### src/rtl/led_seq_pkg.sv
// Shared definitions for the LED pattern sequencer.
//   MODE_*  : playback mode encodings as seen on the mode input
//   state_t : sequencer state (idle / playing)
//   dir_t   : playback direction used by bounce mode
package led_seq_pkg;

  localparam logic [1:0] MODE_ONESHOT = 2'd0;
  localparam logic [1:0] MODE_LOOP    = 2'd1;
  localparam logic [1:0] MODE_BOUNCE  = 2'd2;

  typedef enum logic {
    ST_IDLE = 1'b0,
    ST_RUN  = 1'b1
  } state_t;

  typedef enum logic {
    DIR_UP   = 1'b0,
    DIR_DOWN = 1'b1
  } dir_t;

endpackage

### src/rtl/led_tick_gen.sv
// Frame-rate prescaler for the LED pattern sequencer.
// Counts 0..DIV-1 while enabled and emits a one-cycle tick in the cycle the
// count sits at DIV-1; the count then wraps to 0.
//   clk   : system clock
//   rst_n : asynchronous active-low reset
//   en    : count enable (low holds the count)
//   clr   : synchronous clear, wins over en
//   tick  : high for the cycle in which count == DIV-1 and en is high
module led_tick_gen #(
  parameter int DIV = 25_000_000
) (
  input  logic clk,
  input  logic rst_n,
  input  logic en,
  input  logic clr,
  output logic tick
);

  localparam int            CW      = (DIV > 1) ? $clog2(DIV) : 1;
  localparam logic [CW-1:0] CNT_MAX = CW'(DIV - 1);

  logic [CW-1:0] cnt;

  // Gated by en so a paused sequencer never sees a step.
  assign tick = en && (cnt == CNT_MAX);

  always_ff @(posedge clk or negedge rst_n) begin
    if (!rst_n) begin
      cnt <= '0;
    end else if (clr) begin
      cnt <= '0;
    end else if (en) begin
      cnt <= tick ? '0 : cnt + 1'b1;
    end
  end

endmodule

### src/rtl/led_pattern_seq.sv
// LED pattern sequencer: plays CHANNELS-bit frames from a writable DEPTH-entry
// frame memory, one frame step every DIV clocks, in one-shot, loop or bounce
// mode.
//   CLK100MHZ : system clock
//   RST_N     : asynchronous active-low reset
//   wr_en     : frame memory write strobe (any state)
//   wr_addr   : frame write address
//   wr_data   : frame write data
//   len       : frames to play, clamped to 1..DEPTH, sampled on start
//   mode      : 0 one-shot, 1 loop, 2 bounce, 3 behaves as loop; sampled on start
//   start     : restart pulse (beats stop)
//   stop      : stop pulse, blanks the LEDs
//   pause     : level, freezes playback
//   LED       : current frame
//   busy      : high while playing
//   done      : one-cycle pulse when a one-shot run finishes
//   wrap      : one-cycle pulse on loop wrap or bounce turn-around
//   idx       : index of the frame currently shown
module led_pattern_seq
  import led_seq_pkg::*;
#(
  parameter int CHANNELS = 4,
  parameter int DEPTH    = 16,
  parameter int DIV      = 25_000_000
) (
  input  logic                       CLK100MHZ,
  input  logic                       RST_N,
  input  logic                       wr_en,
  input  logic [$clog2(DEPTH)-1:0]   wr_addr,
  input  logic [CHANNELS-1:0]        wr_data,
  input  logic [$clog2(DEPTH):0]     len,
  input  logic [1:0]                 mode,
  input  logic                       start,
  input  logic                       stop,
  input  logic                       pause,
  output logic [CHANNELS-1:0]        LED,
  output logic                       busy,
  output logic                       done,
  output logic                       wrap,
  output logic [$clog2(DEPTH)-1:0]   idx
);

  localparam int            IW      = $clog2(DEPTH);
  localparam logic [IW:0]   LEN_MAX = (IW+1)'(DEPTH);

  logic [CHANNELS-1:0] mem [DEPTH];

  state_t        state;
  dir_t          dir;
  logic [IW:0]   len_r;
  logic [1:0]    mode_r;
  logic          run_en;
  logic          tick;

  logic [IW-1:0] last;
  logic [IW-1:0] idx_nxt;
  dir_t          dir_nxt;
  logic          wrap_nxt;
  logic          fin_nxt;

  function automatic logic [IW:0] clamp_len(input logic [IW:0] l);
    if (l == '0) begin
      return (IW+1)'(1);
    end
    if (l > LEN_MAX) begin
      return LEN_MAX;
    end
    return l;
  endfunction

  // Frame memory has no reset; the read in the FSM sees the pre-write value
  // when the same address is written on the same edge.
  always_ff @(posedge CLK100MHZ) begin
    if (wr_en) begin
      mem[wr_addr] <= wr_data;
    end
  end

  assign run_en = (state == ST_RUN) && !pause;
  assign busy   = (state == ST_RUN);

  led_tick_gen #(
    .DIV (DIV)
  ) u_tick (
    .clk   (CLK100MHZ),
    .rst_n (RST_N),
    .en    (run_en),
    .clr   (start),
    .tick  (tick)
  );

  // len_r is always 1..DEPTH, so last always fits in an index.
  assign last = IW'(len_r - (IW+1)'(1));

  // Next frame index for the current mode, applied only on a tick.
  always_comb begin
    idx_nxt  = idx;
    dir_nxt  = dir;
    wrap_nxt = 1'b0;
    fin_nxt  = 1'b0;
    case (mode_r)
      MODE_ONESHOT: begin
        if (idx < last) begin
          idx_nxt = idx + 1'b1;
        end else begin
          fin_nxt = 1'b1;
        end
      end
      MODE_BOUNCE: begin
        if (dir == DIR_UP) begin
          if (idx == last) begin
            // A single-frame pattern turns around in place.
            dir_nxt  = DIR_DOWN;
            wrap_nxt = 1'b1;
            idx_nxt  = (idx == '0) ? idx : idx - 1'b1;
          end else begin
            idx_nxt = idx + 1'b1;
          end
        end else begin
          if (idx == '0) begin
            dir_nxt  = DIR_UP;
            wrap_nxt = 1'b1;
            idx_nxt  = (last == '0) ? idx : idx + 1'b1;
          end else begin
            idx_nxt = idx - 1'b1;
          end
        end
      end
      default: begin
        // Loop, and the reserved encoding.
        if (idx == last) begin
          idx_nxt  = '0;
          wrap_nxt = 1'b1;
        end else begin
          idx_nxt = idx + 1'b1;
        end
      end
    endcase
  end

  always_ff @(posedge CLK100MHZ or negedge RST_N) begin
    if (!RST_N) begin
      state  <= ST_IDLE;
      dir    <= DIR_UP;
      idx    <= '0;
      LED    <= '0;
      done   <= 1'b0;
      wrap   <= 1'b0;
      len_r  <= (IW+1)'(1);
      mode_r <= MODE_ONESHOT;
    end else begin
      done <= 1'b0;
      wrap <= 1'b0;
      if (start) begin
        state  <= ST_RUN;
        dir    <= DIR_UP;
        idx    <= '0;
        LED    <= mem[0];
        len_r  <= clamp_len(len);
        mode_r <= mode;
      end else if (stop && (state == ST_RUN)) begin
        state <= ST_IDLE;
        idx   <= '0;
        LED   <= '0;
      end else if (tick) begin
        // tick only fires in RUN with pause low.
        wrap <= wrap_nxt;
        if (fin_nxt) begin
          state <= ST_IDLE;
          done  <= 1'b1;
        end else begin
          idx <= idx_nxt;
          dir <= dir_nxt;
          LED <= mem[idx_nxt];
        end
      end
    end
  end

endmodule
### config.mk
export PLATFORM = sky130hd
export DESIGN_NAME = led_pattern_seq
export DESIGN_NICKNAME = d
export VERILOG_FILES = /design/src/rtl/led_seq_pkg.sv /design/src/rtl/led_tick_gen.sv /design/src/rtl/led_pattern_seq.sv
export SDC_FILE = /design/constraint.sdc
export NUM_CORES = 1
export LEC_CHECK = 0
export ABC_CLOCK_PERIOD_IN_PS = 3600
export BUFFER_PORTS_ARGS = -buffer_cell sky130_fd_sc_hd__buf_4
export CAP_MARGIN = 5
export CORE_MARGIN = 3
export CORE_UTILIZATION = 45
export CTS_BUF_LIST = sky130_fd_sc_hd__clkbuf_8
export DETAILED_ROUTE_END_ITERATION = 8
export PLACE_DENSITY = 0.74
export SYNTH_ARGS = -nofsm -noshare
export SYNTH_HDL_FRONTEND = slang
export SYNTH_HIERARCHICAL = 1
export SYNTH_SLANG_ARGS = --single-unit
### constraint.sdc
create_clock -name CLK100MHZ -period 3.6 [get_ports CLK100MHZ]
set_clock_uncertainty 0.1 [all_clocks]
set_input_delay 0.72 -clock CLK100MHZ [delete_from_list [all_inputs] [get_ports CLK100MHZ]]
set_output_delay 0.72 -clock CLK100MHZ [all_outputs]
set_load 0.01 [all_outputs]
# Yosys cells after proc, flatten, opt, wreduce, memory -nomap -nowiden
# Memories as Yosys holds them, arrays and structs flattened.
# Cells that the tools add are included.
dict set report classes {
  n_addsub 4
  magnitude_cmp 2
  eq_ne 6
  muxes 54
  n_reduce_logical 16
}
# operator n
set ops {}
lappend ops {{4-bit two-way mux} 19}
lappend ops {{25-bit two-way mux} 3}
lappend ops {{1-bit two-way mux} 30}
lappend ops {{25-bit by 1-bit adder with 25-bit output (second input constant)} 1}
lappend ops {{25-bit equality test (second input constant)} 1}
lappend ops {{4-bit zero test} 2}
lappend ops {{4-bit case mux with 2 select lines} 1}
lappend ops {{4-bit by 1-bit subtractor with 4-bit output (second input constant)} 2}
lappend ops {{2-bit nonzero test} 3}
lappend ops {{3-bit nonzero test} 2}
lappend ops {{5-bit greater-than comparator (second input constant)} 1}
lappend ops {{5-bit zero test} 1}
lappend ops {{4-bit by 1-bit adder with 4-bit output (second input constant)} 1}
lappend ops {{4-bit equality test} 1}
lappend ops {{4-bit < comparator} 1}
lappend ops {{2-bit != test (second input constant)} 2}
lappend ops {{2-bit AND reduction} 2}
lappend ops {{4-bit AND reduction} 1}
lappend ops {{1-bit logical AND} 3}
lappend ops {{3-bit by 2-bit != test with 1-bit output (second input constant)} 1}
lappend ops {{2-bit equality test (second input constant)} 1}
lappend ops {{2-bit zero test} 1}
lappend ops {{1-bit case mux with 2 select lines} 1}
lappend ops {{1-bit zero test} 1}
dict set report totals {
  ff_bits 43
  ramBits 64
  in_bits 21
  output_inout_bits 11
  wordCells 92
  memories 1
}
# memory depth word_bits rd rd_clocked_by_memory_dff write_ports line_no
set memory_table {}
lappend memory_table {mem 16 4 2 0 1 led_pattern_seq.sv:46} ;# logic [CHANNELS-1:0] mem [DEPTH];

# Depth between registers and ports, before layout
# An unclocked memory read counts as a cell.
dict set report logic_depth {
  word_depth 11
  mapped_depth 15
}

# Cells and area by module
# Netlist, hierarchy kept.
# module n_inst cells_per_inst area_each_um2 seq_area_each_um2
set modules_own_cells {}
lappend modules_own_cells {led_pattern_seq 1 327 4056.4 2373.5}
lappend modules_own_cells {led_tick_gen 1 148 1427.6 625.6}

# Least setup slack after synthesis
# No wires, ideal clock.
dict set report synth_timing {
  kind {reg-to-reg}
  from {reg len_r[0]}
  to {reg LED[2]}
  arrival_time_ps 3235
  required_ps 3380
  setup_slack_ps 145
  stages_incl_launch_ff 14
  period_less_slack_ps 3455
  cell_sequence {dfstp_2 inv_1 ha_1 xnor2_1 ha_1 a41oi_2 or3_1 a21o_1 a2111oi_4 nor2_2 a311o_1 a211oi_1 a31oi_1 a31o_1}
}
dict set report synth_between {
  elab_chain_cells 11
  word_cells_on_any_way 20
  classes_between {1 x add/sub; 1 x order compare; 2 x eq/ne; 13 x mux; 2 x reduce/logical; 1 x memory}
}
# element line_no
set synth_rtl {}
lappend synth_rtl {{start, declared} led_pattern_seq.sv:50} ;# logic [IW:0] len_r;
lappend synth_rtl {{start signal, assigned} led_pattern_seq.sv:149} ;# len_r <= (IW+1)'(1);
lappend synth_rtl {{start signal, assigned} led_pattern_seq.sv:159} ;# len_r <= clamp_len(len);
lappend synth_rtl {{4-bit by 1-bit subtractor with 4-bit output (*)} led_pattern_seq.sv:93} ;# assign last = IW'(len_r - (IW+1)'(1));
lappend synth_rtl {{4-bit zero test} led_pattern_seq.sv:123} ;# idx_nxt = (last == '0) ? idx : idx + 1'b1;
lappend synth_rtl {{4-bit two-way mux} led_pattern_seq.sv:123}
lappend synth_rtl {{4-bit two-way mux} led_pattern_seq.sv:120} ;# if (idx == '0) begin
lappend synth_rtl {{4-bit two-way mux} led_pattern_seq.sv:110} ;# if (dir == DIR_UP) begin
lappend synth_rtl {{4-bit case mux with 2 select lines} led_pattern_seq.sv:101} ;# case (mode_r)
lappend synth_rtl {{memory read 16 x 4 bit} --}
lappend synth_rtl {{4-bit two-way mux} led_pattern_seq.sv:168} ;# if (fin_nxt) begin
lappend synth_rtl {{4-bit two-way mux} led_pattern_seq.sv:165} ;# end else if (tick) begin
lappend synth_rtl {{4-bit two-way mux} led_pattern_seq.sv:161} ;# end else if (stop && (state == ST_RUN)) begin
lappend synth_rtl {{4-bit two-way mux} led_pattern_seq.sv:154} ;# if (start) begin
lappend synth_rtl {{end signal, assigned} led_pattern_seq.sv:158} ;# LED <= mem[0];
lappend synth_rtl {{end signal, assigned} led_pattern_seq.sv:174} ;# LED <= mem[idx_nxt];
lappend synth_rtl {{end, declared} led_pattern_seq.sv:36} ;# output logic [CHANNELS-1:0] LED,
# Mark *: on every way between the ends. The rest lies on a longest branch, timed or not. The select of a mux whose other input is x is not followed.
# A chain may end at the register's enable or synchronous reset.

# Worst setup path in the final report
# Ends and elaborated chain as after synthesis.

==> results.yml <==
outcome:
  outcome: "complete, but fails checks"
  violations: "negative setup slack"
global_route:
  grt_pass1_vias: 3862
  grt_util_all_layers_pct: 18.77
  grt_overflow: 0
  grt_max_degree: 44
  antenna_found_initial: 0
  grt_first_pass_wirelength_um: 19880
synthesis:
  synth_flop_cell: "edfxtp_1"
  ys_warn_count: 6
  synthesis.nets: 505
  syn_area_sq_mm: 0.005484
  synthArstFlopShare_pct: 40.19
  synth_seq_area_share_pct: 54.69
  synthCells: 475
  syn_avg_cell_area_sq_um: 11.55
  synth-seq-cells: 107
  synth_cell_types: 71
  synth_edf_count: 64
layout:
  area_delta_synth_final_pct: 15.54
  finalInstanceArea_sq_mm: 0.006336
  final_nets: 563
  fillers: 971
  layout-drive-gt1-share_pct: 21.75
  fin_util_pct: 54.33
  diodes: 0
  stdcell_count: 681
sta:
  rsz0062_at_grt: "yes"
  max_freq_ghz: 0.2745
  tightest_slew_ns: 0.7612
  timing.hold.ws_ns: 0.2178
  max_slew_margin_pct: 48.86
  worst_slack_ns: -0.04243
  fin_crit_sh_pct: 101.2
  drv_slew: 0
  hold_viol_final: 0
  setup_viol: 1
  tns_ns: -0.04243
  fin_crit_ns: 3.642
job:
  maxCapViolations: 0
place:
  portBuffers: 31
  place_hpwl_um: 8521
  dp.cells: 653
  routabilityCongestion: 0.8779
  dpl_cell_area_sq_mm: 0.005992
  dp_slack_ns: -0.06803
worst_setup_path:
  path_delay_family: "compound AO/OA/AOI/OAI gates"
  critPathArrivalTime_ns: 3.83
  endpoint_kind: "flop"
  rrSetupSlack_ns: -0.04
  start_kind: "flop"
  crit_chain: "inv_2 > ha_4 > xnor2_1 > ha_1 > and4_1 > a22oi_1 > o211ai_1 > a311oi_2 > a211oi_4 > buf_6 > buf_4 > a311o_1 > a211oi_2 > a31oi_1 > a31o_1"
  critPathLaunch: "len_r[0]$_DFFE_PN1P_"
  cpMaxStageDelayCell: "dfstp_2"
  reg2reg_to: "LED[2]$_DFFE_PN0P_"
  cpPeakStageDelay_ns: 0.59
  worstReg2RegStart: "len_r[0]$_DFFE_PN1P_"
  path_max_fanout: 5
  worst-path-buf-inv: 3
  reg2reg_depth: 15
  required_ns: 3.78
  critPathKind: "flop to flop"
floorplan:
  die_area_sq_mm: 0.01355
  core_sq_mm: 0.01166
  row_count: 39
  io_pins: 32
  start_util_pct: 47.02
  fp.dieW_um: 116.4
  dieHeight_um: 116.4
drt:
  drc: 0
  detail_route.wl_per_cell_um: 17.78
  drt_pass1_iterations: 4
  avgViaCountPerCell: 5.891
  drtIter0Drc: 283
  antenna_left: 0
  num_vias: 4012
  wl_um: 12110
cts:
  root_buffer: "clkbuf_8"
  numCtsBuffers: 9
  clk_latency_ns: 0.38
  h-tree-depth: 3
  clk_path_buf_depth: 2
  cts.sinks: 107
  path_clk_slew_ns: 0.11
  cts_tree: "done"
pwr:
  p_leak_nw: 2.296
  ir_worst_vdd_mv: 0.3762
  power.total_mw: 2.332
  p_per_area_mw_per_mm2: 368.1
worst_hold_path:
  hp-class: "input port to asynchronous set/reset pin"
cell type report:
class | count | area (sq um) | area share [%]
clock buffer | 9 | 123.9 | 1.955
clock inverter | 7 | 66.31 | 1.047
inverter | 13 | 48.80 | 0.7701
multi-input combinational | 337 | 2399 | 37.86
sequential | 107 | 2999 | 47.33
tap | 143 | 178.9 | 2.824
timing repair buffer | 65 | 520.5 | 8.215
power by group:
| part | switching, mW | internal, mW | leakage, nW |
|---|---|---|---|
| clock | 0.437 | 0.269 | 0.0969 |
| sequential | 0.0232 | 1.33 | 1.16 |
| combinational | 0.145 | 0.130 | 1.04 |
| total | 0.605 | 1.73 | 2.30 |
routing by layer:
metal / up-vias / GRT usage, % / share of wire [%]
met5: - / 0 / 0
met4: 0 / 7.115 / 2.8
met2: 127 / 29.41 / 47
li1: 1905 / - / -
met3: 27 / 4.249 / 5.5
met1: 1953 / 25.63 / 44
timing repair:
action | CTS | global route
gates resized for setup | 2 | 14
setup buffers | 2 | 10
setup endpoints to repair | 3 | 4
hold buffers | 0 | 0
pin swaps | 2 | 7
how the worst max path moves through the flow:
stage	endpoint	slack (ns)	cells past startpoint
after floorplan	LED[2]$_DFFE_PN0P_	0.15	13
after global placement	LED[1]$_DFFE_PN0P_	0.09	15
after detailed placement	LED[0]$_DFFE_PN0P_	-0.07	12
after CTS	LED[2]$_DFFE_PN0P_	0.03	13
after global routing	LED[2]$_DFFE_PN0P_	-0.21	15
final	LED[2]$_DFFE_PN0P_	-0.04	15
cells in the final DEF, fill, tap and decap left out, drive strengths merged, types with 10 or more instances in the layout:
| cell | synthesis | routed |
|---|---|---|
| a21oi | 14 | 14 |
| mux2i | 30 | 30 |
| nor3 | 12 | 12 |
| nand3 | 19 | 19 |
| nor2 | 50 | 50 |
| nor3b | 10 | 10 |
| buf | 7 | 65 |
| dfrtp | 42 | 42 |
| edfxtp | 64 | 64 |
| xnor2 | 15 | 15 |
| nand4 | 13 | 13 |
| inv | 13 | 17 |
| nand2 | 36 | 36 |
| o21ai | 14 | 14 |
flip-flops by register name, summed over array words and instances, names as in the netlist:
name        cells
u_tick/cnt     25
busy            1
LED             4
dir             1
len_r           4
done            1
mode_r          2
idx             4
wrap            1
mem            64
synth_stat cells, drive strengths merged, types with 7 or more instances:
cell	count	share of area (%)
xnor2	15	2.4
nand4	13	1.6
a21oi	14	1.3
nor4	9	1.3
clkbuf	11	0.78
nor2b	7	0.80
o21ai	14	1.3
ha	9	2.1
edfxtp	64	35
dfrtp	42	19
mux2i	30	5.5
nor2	50	3.5
nand3	19	1.7
nand2	36	2.5
nand2b	7	0.80
inv	13	0.89
nor3	12	1.2
nand3b	7	0.96
buf	7	1.1
nor3b	10	1.6
kinds of logic (layout without fill, tap and decap cells):
group                      count (synthesis)  count (layout)  share of synthesized area (%)
xor gates and xnor gates                  20              20                          3.194
muxes                                     37              37                          7.324
DFF                                      107             107                          54.69
buffers and inverters                     31              94                          2.738
and+or+nand+nor                          197             197                          19.53
AOI/OAI and AO/OA                         74              74                          10.47
adders and majority gates                  9               9                          2.053
Note: power is estimated with default switching activity, not from simulation.
